$ cat config.mk
export PLATFORM = sky130hd
export DESIGN_NAME = usr_shift_sequencer_flat
export DESIGN_NICKNAME = d
export VERILOG_FILES = /design/src/rtl/usr_shift_sequencer_if.sv /design/src/rtl/usr_shift_sequencer.sv /design/src/flat_wrapper.sv
export SDC_FILE = /design/constraint.sdc
export NUM_CORES = 1
export LEC_CHECK = 0
export ABC_AREA = 1
export BUFFER_PORTS_ARGS = -buffer_cell sky130_fd_sc_hd__clkbuf_2
export CAP_MARGIN = 10
export CELL_PAD_IN_SITES_DETAIL_PLACEMENT = 1
export CELL_PAD_IN_SITES_GLOBAL_PLACEMENT = 1
export CORE_AREA = 2 2 53 55
export CTS_CLUSTER_SIZE = 8
export DETAILED_ROUTE_END_ITERATION = 6
export DIE_AREA = 0 0 55 57
export PLACE_DENSITY_LB_ADDON = 0.05
export SYNTH_ARGS = -nofsm -noshare
export SYNTH_HDL_FRONTEND = slang
export SYNTH_SLANG_ARGS = --single-unit
$ cat constraint.sdc
create_clock -name clk -period 1.9 [get_ports clk]
set_input_delay 0.475 -clock clk [delete_from_list [all_inputs] [get_ports clk]]
set_output_delay 0.475 -clock clk [all_outputs]
set_load 0.01 [all_outputs]
$ cat src/rtl/usr_shift_sequencer_if.sv
// Handshake and shift-register drive bundle for usr_shift_sequencer.
// master = upstream word source, slave = the sequencer itself.
interface usr_shift_sequencer_if #(
    parameter int WIDTH = 4
);
    localparam int CNT_W = $clog2(WIDTH + 2);

    logic             in_valid;
    logic             in_ready;
    logic [WIDTH-1:0] in_data;
    logic             in_dir;
    logic             flush;
    logic [1:0]       sel;
    logic [WIDTH-1:0] pdi;
    logic             sldi;
    logic             srdi;
    logic             busy;
    logic             done;
    logic [CNT_W-1:0] shift_cnt;

    modport master (
        output in_valid, in_data, in_dir, flush,
        input  in_ready, sel, pdi, sldi, srdi, busy, done, shift_cnt
    );

    modport slave (
        input  in_valid, in_data, in_dir, flush,
        output in_ready, sel, pdi, sldi, srdi, busy, done, shift_cnt
    );
endinterface

$ cat src/rtl/usr_shift_sequencer.sv
// Self-timed load/shift/gap sequencer driving a universal shift register.
// Define USR_SEQ_PARITY_EN to append an even-parity bit as an extra shift cycle.
module usr_shift_sequencer #(
    parameter int   WIDTH      = 4,
    parameter int   GAP_CYCLES = 0,
    parameter logic FILL       = 1'b0
) (
    input  logic                 clk,
    input  logic                 rst,
    usr_shift_sequencer_if.slave bus
);
    localparam int CNT_W = $clog2(WIDTH + 2);
`ifdef USR_SEQ_PARITY_EN
    localparam int NSHIFT = WIDTH + 1;
`else
    localparam int NSHIFT = WIDTH;
`endif

    localparam logic [1:0] ST_IDLE  = 2'd0;
    localparam logic [1:0] ST_LOAD  = 2'd1;
    localparam logic [1:0] ST_SHIFT = 2'd2;
    localparam logic [1:0] ST_GAP   = 2'd3;

    localparam logic [1:0] SEL_HOLD  = 2'd0;
    localparam logic [1:0] SEL_RIGHT = 2'd1;
    localparam logic [1:0] SEL_LEFT  = 2'd2;
    localparam logic [1:0] SEL_LOAD  = 2'd3;

    localparam logic [CNT_W-1:0] CNT_ZERO   = {CNT_W{1'b0}};
    localparam logic [CNT_W-1:0] CNT_ONE    = CNT_W'(1);
    localparam logic [CNT_W-1:0] LAST_SHIFT = CNT_W'(NSHIFT - 1);
    localparam logic [3:0]       GAP_LAST   = 4'((GAP_CYCLES > 0) ? (GAP_CYCLES - 1) : 0);

`ifdef USR_SEQ_PARITY_EN
    localparam logic [CNT_W-1:0] PARITY_SLOT = CNT_W'(WIDTH);

    function automatic logic even_parity(input logic [WIDTH-1:0] word);
        return ^word;
    endfunction
`endif

    logic [1:0]       state_q, state_d;
    logic [WIDTH-1:0] word_q, word_d;
    logic             dir_q, dir_d;
    logic [CNT_W-1:0] cnt_q, cnt_d;
    logic [3:0]       gap_q, gap_d;
    logic [1:0]       sel_q, sel_d;
    logic             sldi_q, sldi_d;
    logic             srdi_q, srdi_d;
    logic             done_q, done_d;
    logic             serial_bit;

    // Next-state, word capture and counters; flush overrides everything.
    always_comb begin
        state_d = state_q;
        word_d  = word_q;
        dir_d   = dir_q;
        cnt_d   = cnt_q;
        gap_d   = gap_q;
        done_d  = 1'b0;
        if (bus.flush) begin
            state_d = ST_IDLE;
        end else begin
            case (state_q)
                ST_IDLE: begin
                    if (bus.in_valid) begin
                        state_d = ST_LOAD;
                        word_d  = bus.in_data;
                        dir_d   = bus.in_dir;
                        cnt_d   = CNT_ZERO;
                    end else begin
                        state_d = ST_IDLE;
                    end
                end
                ST_LOAD: begin
                    state_d = ST_SHIFT;
                    cnt_d   = CNT_ZERO;
                end
                ST_SHIFT: begin
                    cnt_d = cnt_q + CNT_ONE;
                    if (cnt_q == LAST_SHIFT) begin
                        done_d = 1'b1;
                        if (GAP_CYCLES > 0) begin
                            state_d = ST_GAP;
                            gap_d   = GAP_LAST;
                        end else begin
                            state_d = ST_IDLE;
                        end
                    end else begin
                        state_d = ST_SHIFT;
                    end
                end
                ST_GAP: begin
                    if (gap_q == 4'd0) begin
                        state_d = ST_IDLE;
                    end else begin
                        gap_d = gap_q - 4'd1;
                    end
                end
                default: begin
                    state_d = ST_IDLE;
                end
            endcase
        end
    end

    // Register-bound drive derived from the state being entered, so sel lines up with it.
    always_comb begin
        sel_d  = SEL_HOLD;
        sldi_d = 1'b0;
        srdi_d = 1'b0;
`ifdef USR_SEQ_PARITY_EN
        if (cnt_d == PARITY_SLOT) begin
            serial_bit = even_parity(word_d);
        end else begin
            serial_bit = FILL;
        end
`else
        serial_bit = FILL;
`endif
        case (state_d)
            ST_LOAD: begin
                sel_d = SEL_LOAD;
            end
            ST_SHIFT: begin
                if (dir_d) begin
                    sel_d  = SEL_LEFT;
                    sldi_d = serial_bit;
                end else begin
                    sel_d  = SEL_RIGHT;
                    srdi_d = serial_bit;
                end
            end
            ST_IDLE, ST_GAP: begin
                sel_d = SEL_HOLD;
            end
            default: begin
                sel_d = SEL_HOLD;
            end
        endcase
    end

    // State and output registers.
    always_ff @(posedge clk or posedge rst) begin
        if (rst) begin
            state_q <= ST_IDLE;
            word_q  <= {WIDTH{1'b0}};
            dir_q   <= 1'b0;
            cnt_q   <= CNT_ZERO;
            gap_q   <= 4'd0;
            sel_q   <= SEL_HOLD;
            sldi_q  <= 1'b0;
            srdi_q  <= 1'b0;
            done_q  <= 1'b0;
        end else begin
            state_q <= state_d;
            word_q  <= word_d;
            dir_q   <= dir_d;
            cnt_q   <= cnt_d;
            gap_q   <= gap_d;
            sel_q   <= sel_d;
            sldi_q  <= sldi_d;
            srdi_q  <= srdi_d;
            done_q  <= done_d;
        end
    end

    assign bus.in_ready  = (state_q == ST_IDLE);
    assign bus.busy      = (state_q != ST_IDLE);
    assign bus.sel       = sel_q;
    assign bus.pdi       = word_q;
    assign bus.sldi      = sldi_q;
    assign bus.srdi      = srdi_q;
    assign bus.done      = done_q;
    assign bus.shift_cnt = cnt_q;
endmodule

$ cat src/flat_wrapper.sv
// flat-port wrapper written by rule: the top's interface ports become plain ports
module usr_shift_sequencer_flat 
#(
    parameter int   WIDTH      = 4,
    parameter int   GAP_CYCLES = 0,
    parameter logic FILL       = 1'b0
)
  (clk, rst, bus_in_valid, bus_in_data, bus_in_dir, bus_flush, bus_in_ready, bus_sel, bus_pdi, bus_sldi, bus_srdi, bus_busy, bus_done, bus_shift_cnt);
  usr_shift_sequencer_if #(.WIDTH(WIDTH)) bus_i ();
  input  logic clk;
  input  logic rst;
  input wire logic [$bits(bus_i.in_valid)-1:0] bus_in_valid;
  input wire logic [$bits(bus_i.in_data)-1:0] bus_in_data;
  input wire logic [$bits(bus_i.in_dir)-1:0] bus_in_dir;
  input wire logic [$bits(bus_i.flush)-1:0] bus_flush;
  output wire logic [$bits(bus_i.in_ready)-1:0] bus_in_ready;
  output wire logic [$bits(bus_i.sel)-1:0] bus_sel;
  output wire logic [$bits(bus_i.pdi)-1:0] bus_pdi;
  output wire logic [$bits(bus_i.sldi)-1:0] bus_sldi;
  output wire logic [$bits(bus_i.srdi)-1:0] bus_srdi;
  output wire logic [$bits(bus_i.busy)-1:0] bus_busy;
  output wire logic [$bits(bus_i.done)-1:0] bus_done;
  output wire logic [$bits(bus_i.shift_cnt)-1:0] bus_shift_cnt;
  assign bus_i.in_valid = bus_in_valid;
  assign bus_i.in_data = bus_in_data;
  assign bus_i.in_dir = bus_in_dir;
  assign bus_i.flush = bus_flush;
  assign bus_in_ready = bus_i.in_ready;
  assign bus_sel = bus_i.sel;
  assign bus_pdi = bus_i.pdi;
  assign bus_sldi = bus_i.sldi;
  assign bus_srdi = bus_i.srdi;
  assign bus_busy = bus_i.busy;
  assign bus_done = bus_i.done;
  assign bus_shift_cnt = bus_i.shift_cnt;
  usr_shift_sequencer #(.WIDTH(WIDTH), .GAP_CYCLES(GAP_CYCLES), .FILL(FILL)) u_core (.clk(clk), .rst(rst), .bus(bus_i));
endmodule
After elaboration in Yosys (flattened, before gate mapping)
Cells that the tools add are included.

Output and inout port bits: 14. Register bits after elaboration: 17. Logic and storage cells: 43. Bits of input ports: 9.

Reductions and logical operators: 9. Muxes and demuxes: 15. Add/sub/neg operators: 2. Eq/ne operators: 8. Bitwise logic cells: 2.

Operators with widths (number): $pmux 3 s3 (1); $reduce_and 3->1 (3); $eq 2x2->1 const B (4); $mux 2 (4); $pmux 2 s4 (1); $mux 1 (7); $pmux 2 s3 (1); $eq 2x1->1 const B (2); $logic_not 2->1 (2); $logic_not 4->1 (1); $sub 4x1->4 const B (1); $add 3x1->3 const B (1); $eq 3x2->1 const B (1); $mux 3 (1); $reduce_bool 3->1 (1); $ne 2x2->1 const B (1); $not 1->1 (2); $reduce_bool 2->1 (1); $reduce_or 2->1 (1).

Depth between registers and ports, before layout
Gate-level depths: netlist of the first run.

Depth after elaboration: 7. Gate-level depth with buffers: 9. Depth with buffers taken out: 9.

Worst setup path before layout of the first run
Ideal clock, no wire load.

Path kind: reg-to-reg. Start: register u_core.cnt_q[0] (netlist: u_core.bus.shift_cnt[0]). End: register u_core.sel_q[0] (netlist: u_core.bus.sel[0]). Data required time: 1835 ps. Setup time: 65 ps. Stages on the path, launching flop included: 9. Slack: 180 ps. Path buffers: 0. Data arrival time: 1655 ps. Clock period less this slack: 1720 ps. Cell sequence: dfrtp_1 > ha_1 > ha_1 > inv_1 > a21oi_1 > a21oi_1 > ha_1 > or2_2 > nand2_1.

Longest elaborated chain between the ends: 7. Elaborated cells on any way between the ends: 10. Those cells by class: eq/ne: 4; mux: 4; reduce/logical: 2.

RTL lines: start, declared (RTL line usr_shift_sequencer.sv:45) `logic [CNT_W-1:0] cnt_q, cnt_d;`; start signal, assigned (RTL line usr_shift_sequencer.sv:159) `cnt_q <= cnt_d;`; $eq 3x2->1 * (RTL line usr_shift_sequencer.sv:81) `if (cnt_q == LAST_SHIFT) begin`; $mux 2 * (RTL line usr_shift_sequencer.sv:81); $pmux 2 s4 * (RTL line usr_shift_sequencer.sv:64) `case (state_q)`; $mux 2 * (RTL line usr_shift_sequencer.sv:61) `if (bus.flush) begin`; via u_core.state_d[1] (RTL line usr_shift_sequencer.sv:42) `logic [1:0] state_q, state_d;`; $eq 2x2->1 or $logic_not 2->1 (tied branches) (RTL line usr_shift_sequencer.sv:121) `case (state_d)`; $reduce_or 2->1 (RTL line usr_shift_sequencer.sv:121); $pmux 2 s3 * (RTL line usr_shift_sequencer.sv:121); via u_core.sel_d[0] (RTL line usr_shift_sequencer.sv:47) `logic [1:0] sel_q, sel_d;`; end signal, assigned (RTL line usr_shift_sequencer.sv:161) `sel_q <= sel_d;`; end, declared (RTL line usr_shift_sequencer.sv:47).

Mark *: on every way through the listed nets, which the timed path passes. The rest lies on a longest branch. A chain may end at the register's enable or synchronous reset.

Worst setup path after layout of the first run
Same ends and word-level chain as after synthesis.

==> reports/metrics.yaml, run 1 <==
run_status:
  status: "complete, no violations"
clocking:
  cts_tree: "done"
  max-clock-path-buffers: 2
  hold_buffers: 0
  clock-sinks: 17
  clkTransAtPathRegs_ns: 0.11
  cts_htree_levels: 1
  clkLatencyLatePin_ns: 0.29
  numCtsBuffers: 3
  root_buffer: "clkbuf_4"
worst_setup_path:
  ff2ff_path_depth: 8
  timing_worst_setup_path_type: "reg -> reg"
  worstReg2RegStart: "u_core.bus.shift_cnt[0]"
  cp-end-kind: "register"
  cp.arrival_ns: 1.99
  worstReg2RegEnd: "u_core.bus.sel[0]"
  crit_fanout: 2
  r2r_slack_ns: 0.15
  crit_path_start_kind: "register"
  worstPathRequired_ns: 2.14
cells_and_area:
  drive_above_1_share_pct: 31.34
  num_antenna_cells: 0
  fin_nets: 151
  syn2layout_area_growth_pct: 20.39
  final_cells: 165
logic_synthesis:
  syn_area_um2: 902.1
  synthTopCellsByArea: "dfrtp_1 47%, nand2_1 17%, ha_1 9.7%, inv_1 5.0%, nand2_2 2.8%"
  synth-edff-count: 0
  avgSynthCellArea_um2: 8.353
  synth_cell_type_count: 19
  yosys-top-cells-count: "40 x nand2_1, 17 x dfrtp_1, 12 x inv_1"
  synth_top_area_share_pct: 47.16
  yosysMostFrequentCell: "nand2_1"
  ys_ff_latch: 17
  yosysWarnings: 0
  syn-instance-count: 108
  ys_seq_area_share_pct: 47.16
  synth_top_area_cell: "dfrtp_1"
  async_flop_share_pct: 100.0
  ys.flop_type: "dfrtp_1"
placement:
  place_hpwl_mm: 1.428
  dpl.cell_count: 159
  portBuffers: 20
  place_congestion: 0.7241
floorplanning:
  dieArea_um2: 3135
  die-height_um: 57
  ioPinCount: 23
  start_util_pct: 34.50
  core-area_um2: 2615
  rows: 19
  die_w_um: 55
route:
  drc: 0
  drt_wl_total_mm: 1.807
  routedWlPerCell_um: 10.95
  routed-via-count: 738
  drtPass1Iterations: 2
  final_antenna_net_count: 0
  drt_iter0_drc: 10
  vias_per_cell: 4.473
global_route:
  track_usage_pct: 12.87
  antenna_found_initial: 0
  grt_max_degree: 18
  grt_overflow: 0
  grt_pass1_wl_mm: 2.939
  grt_pass1_vias: 727
sta:
  rsz0062_at_grt: "no"
  finalSetupTns_ns: 0
  fin_crit_ns: 1.750
  min_period_over_period_pct: 92.11
  final_max_slew_viol_count: 0
  skew_ns: 0.007381
  max_freq_mhz: 571.4
  hold_violations: 0
  setup_viol: 0
flow_run:
  max-cap-violations: 0
power_and_ir_drop:
  power.density_nw_per_um2: 1056
  p_leak_nw: 0.6044
  ir_drop_mv: 0.5413
worst_hold_path:
  hold_path.class: "in -> async"
[layout make-up]
cell class                      instances  area, um^2
Sequential cell                        17       425.4
Fill cell                             332        1529
Timing Repair Buffer                   23       122.6
Tap cell                               31       38.79
Clock inverter                          1       5.005
Clock buffer                            3       22.52
Inverter                               14       52.55
Multi-Input combinational cell         76       419.2
[where the power goes]
part | internal, mW | total, mW | switching, mW
clock | 0.0783 | 0.198 | 0.119
combinational | 0.178 | 0.436 | 0.258
sequential | 0.456 | 0.513 | 0.0572
total | 0.712 | 1.15 | 0.434
[layout by cell type, fill, tap and decap left out, drive strengths merged]
cell / n
xor2: 1
nand2: 44
inv: 14
nor3: 1
clkinv: 1
o21ai: 5
nand3b: 1
nand3: 5
or2: 3
dfrtp: 17
a21oi: 4
nor2: 3
clkbuf: 23
ha: 7
buf: 3
conb: 2
[worst max-delay path, stage by stage, from the launching register on]
cell and delay, ns:
dfrtp_1 0.40, ha_1 0.20, ha_1 0.18, inv_1 0.07
a21oi_1 0.07, a21oi_2 0.17, ha_1 0.24, or2_2 0.30
nand2_1 0.07
[kinds of logic after synthesis]
| kind of cell | synth area share [%] |
|---|---|
| xor gates and xnor gates | 0.9711 |
| adders and majority gates | 9.708 |
| other | 0.4157 |
| DFF | 47.16 |
| and+or+nand+nor | 28.85 |
| AOI/OAI and AO/OA | 5.408 |
| buffers and inverters | 7.489 |
[per-stage QoR]
step / util (%) / hold WS [ns] / cell area (um^2) / setup slack, ns / power [mW]
after floorplan: - / 0.4011 / 905.9 / 0.1796 / 0.8152
after global routing: 41.53 / 0.1515 / 1086 / 0.006989 / 1.261
after detailed placement: 39.67 / 0.4727 / 1037 / 0.05869 / 0.9496
final: 41.53 / 0.1524 / 1086 / 0.1498 / 1.147
after CTS: 40.72 / 0.1594 / 1065 / 0.03796 / 1.159
after global placement: 39.67 / 0.4583 / 1037 / 0.09538 / 0.9323
[repair_timing]
action                                  in CTS  in global routing
resized for setup                            0                  2
setup buffers                                0                  2
hold endpoints to repair                     0                  0
endpoints found under the setup margin       0                  2
[routing by layer]
layer / GRT usage, % / wire length [um] / vias up
li1: - / - / 380
met1: 15.47 / 837 / 345
met2: 21.43 / 890 / 11
met3: 2.356 / 60 / 2
met4: 6.272 / 19 / 0
met5: 0 / 0 / -
[sequential cells by signal, indices dropped and copies added (netlist names)]
name and cells:
u_core.gap_q 4, u_core.state_q 2, u_core.bus.shift_cnt 3, u_core.bus.done 1, u_core.dir_q 1, u_core.bus.pdi 4, u_core.bus.sel 2
[how the worst max path moves through the flow]
stage                                  from                 to  slack, ns  cells after the start
floorplan           u_core.bus.shift_cnt[0]  u_core.bus.sel[0]       0.18                      8
global placement    u_core.bus.shift_cnt[0]  u_core.bus.sel[0]        0.1                      8
detailed placement  u_core.bus.shift_cnt[0]  u_core.bus.sel[1]       0.06                      8
CTS                 u_core.bus.shift_cnt[0]  u_core.bus.sel[0]       0.04                      8
global route                u_core.gap_q[0]  u_core.bus.sel[1]      0.007                      9
finish              u_core.bus.shift_cnt[0]  u_core.bus.sel[0]       0.15                      8
(Power assumes the default switching activity.)
==> run 2: changes to the inputs <==
--- a/config.mk
+++ b/config.mk
@@ -15,6 +15,7 @@
 export DETAILED_ROUTE_END_ITERATION = 6
 export DIE_AREA = 0 0 55 57
 export PLACE_DENSITY_LB_ADDON = 0.05
+export RECOVER_POWER = 50
 export SYNTH_ARGS = -nofsm -noshare
 export SYNTH_HDL_FRONTEND = slang
 export SYNTH_SLANG_ARGS = --single-unit
==> run 2 against run 1 <==
  * Design area shrank 1.0%
  * Largest power group unchanged
  * Register-to-register slack is essentially flat
  * Die area is the same
  * Worst setup slack lost 0.00088 ns
  * Non-clock buffer count is the same
  * Maximum frequency is essentially flat
  * Clock skew shrank 0.00073 ns
  * Worst hold slack gained 0.22 ns
  * Total power shrank 0.41%
  * Count of clock-buffer cells in the layout is the same
==> reports/metrics.yaml, run 2 (same netlist as run 1, synthesis figures left out) <==
run_status:
  status: "complete, no violations"
sta:
  hold_violations: 0  # unchanged
  max_freq_mhz: 571.1  # about the same
  final_max_slew_viol_count: 0  # unchanged
  slew_headroom_pct: 35.89
  finalSetupTns_ns: 0  # unchanged
  rsz0062_at_grt: "no"
  min_period_over_period_pct: 92.16  # about the same
  fin_ws_ns: 0.1490  # -0.0008780 ns
  skew_ns: 0.006652  # -0.0007297 ns
  fin_crit_ns: 1.751  # +0.0008780 ns
  max_slew.worst_pin.slew_ns: 0.9616
  setup_viol: 0  # unchanged
global_route:
  antenna_found_initial: 0  # unchanged
  grt_overflow: 0  # unchanged
  grt_max_degree: 18  # unchanged
  grt_pass1_vias: 727  # unchanged
  grt_pass1_wl_mm: 2.939  # unchanged
  track_usage_pct: 12.87  # unchanged
clocking:
  cts_tree: "done"
  clkLatencyLatePin_ns: 0.29  # about the same
  hold_buffers: 0  # unchanged
  cts_htree_levels: 1  # unchanged
  root_buffer: "clkbuf_4"
  numCtsBuffers: 3  # unchanged
  clock-sinks: 17  # unchanged
  clkTransAtPathRegs_ns: 0.11  # about the same
  max-clock-path-buffers: 2  # unchanged
route:
  drc: 0  # unchanged
  vias_per_cell: 4.461  # -0.27%
  drtPass1Iterations: 2  # unchanged
  routed-via-count: 736  # -0.27%
  final_antenna_net_count: 0  # unchanged
  drt_wl_total_mm: 1.817  # +0.55%
  routedWlPerCell_um: 11.01  # +0.55%
  drt_iter0_drc: 10  # unchanged
cells_and_area:
  syn2layout_area_growth_pct: 19.14
  final_cell_mix: "40 x nand2_1, 20 x clkbuf_2, 17 x dfrtp_1"
  drive_above_1_share_pct: 29.85  # -1.5 points
  design_area_um2: 1075  # -1.0%
  layout_commonest_cell: "nand2_1"
  fin_nets: 151  # unchanged
  num_antenna_cells: 0  # unchanged
  fin_util_pct: 41.10  # -0.43 points
floorplanning:
  start_util_pct: 34.50  # unchanged
  rows: 19  # unchanged
  ioPinCount: 23  # unchanged
  dieArea_um2: 3135  # unchanged
  die_w_um: 55  # unchanged
  die-height_um: 57  # unchanged
  core-area_um2: 2615  # unchanged
placement:
  post-place-ws_ns: 0.05869  # unchanged
  portBuffers: 20  # unchanged
  place_area_um2: 1037  # unchanged
  place_congestion: 0.7241  # unchanged
  place_hpwl_mm: 1.428  # unchanged
worst_setup_path:
  crit_fanout: 2  # unchanged
  cp-end-kind: "register"
  cp-endpoint: "u_core.bus.sel[0]"
  worstReg2RegEnd: "u_core.bus.sel[0]"
  timing_worst_setup_path_type: "reg -> reg"
  ff2ff_path_depth: 8  # unchanged
  cp.arrival_ns: 1.99  # about the same
  crit_path_start_kind: "register"
  startpoint: "u_core.bus.shift_cnt[0]"
  r2r_slack_ns: 0.15  # about the same
  worstPathRequired_ns: 2.14  # about the same
  worstReg2RegStart: "u_core.bus.shift_cnt[0]"
power_and_ir_drop:
  ir_drop_mv: 0.5395  # -0.32%
  p_leak_nw: 0.6003  # -0.68%
  power.density_nw_per_um2: 1063  # +0.64%
flow_run:
  max-cap-violations: 0  # unchanged
worst_hold_path:
  hold_path.class: "in -> reg"
==> run 2: timing repair <==
action / 4_1_cts / 5_1_grt
setup buffers: 0 / 2
resized for setup: 0 / 2
setup endpoints to repair: 0 / 2
==> run 2: worst min path at each step <==
stage / start / end / slack, ns / cells after the start
after floorplan: rst / u_core.bus.done / 0.40 / 1
after global placement: u_core.gap_q[0] / u_core.gap_q[0] / 0.46 / 2
after detailed placement: u_core.bus.pdi[3] / u_core.bus.pdi[3] / 0.47 / 2
after CTS: rst / u_core.gap_q[0] / 0.16 / 3
after global routing: bus_in_data[2] / u_core.bus.pdi[2] / 0.37 / 3
final: bus_in_data[3] / u_core.bus.pdi[3] / 0.37 / 3
==> run 2: area by class of cell <==
type | instances | area (um^2)
clock inverter | 1 | 5.005
multi-input combinational | 76 | 411.6
inverter | 14 | 52.55
fill | 334 | 1540
clock buffer | 3 | 22.52
sequential | 17 | 425.4
timing repair buffer | 23 | 118.9
tap | 31 | 38.79
==> run 2: where the power goes <==
part | leakage (nW) | switching (mW) | internal (mW) | total [mW]
Sequential | 0.220 | 0.0572 | 0.456 | 0.513
Combinational | 0.363 | 0.256 | 0.176 | 0.432
Clock | 0.0177 | 0.119 | 0.0782 | 0.197
==> run 2: per-layer routing <==
| layer | global-route usage (%) | part of all wire, % |
|---|---|---|
| met1 | 15.47 | 47 |
| met3 | 2.356 | 3.3 |
| met4 | 6.272 | 1.0 |
| met5 | 0 | 0 |
| met2 | 21.43 | 49 |
==> run 2: critical path: stages (launching register included) <==
cell and delay, ns:
dfrtp_1 0.40, ha_1 0.20, ha_1 0.18, inv_1 0.07, a21oi_1 0.07, a21oi_2 0.17
ha_1 0.24, or2_2 0.30, nand2_1 0.07
==> run 2: metrics by stage <==
step | hold slack [ns] | power (mW) | instances
3_5_place_dp | 0.4727 | 0.9496 | 159
2_1_floorplan | 0.4011 | 0.8152 | 109
5_1_grt | 0.3682 | 1.256 | 165
3_3_place_gp | 0.4583 | 0.9323 | 159
6_report | 0.3719 | 1.142 | 165
4_1_cts | 0.1594 | 1.159 | 163
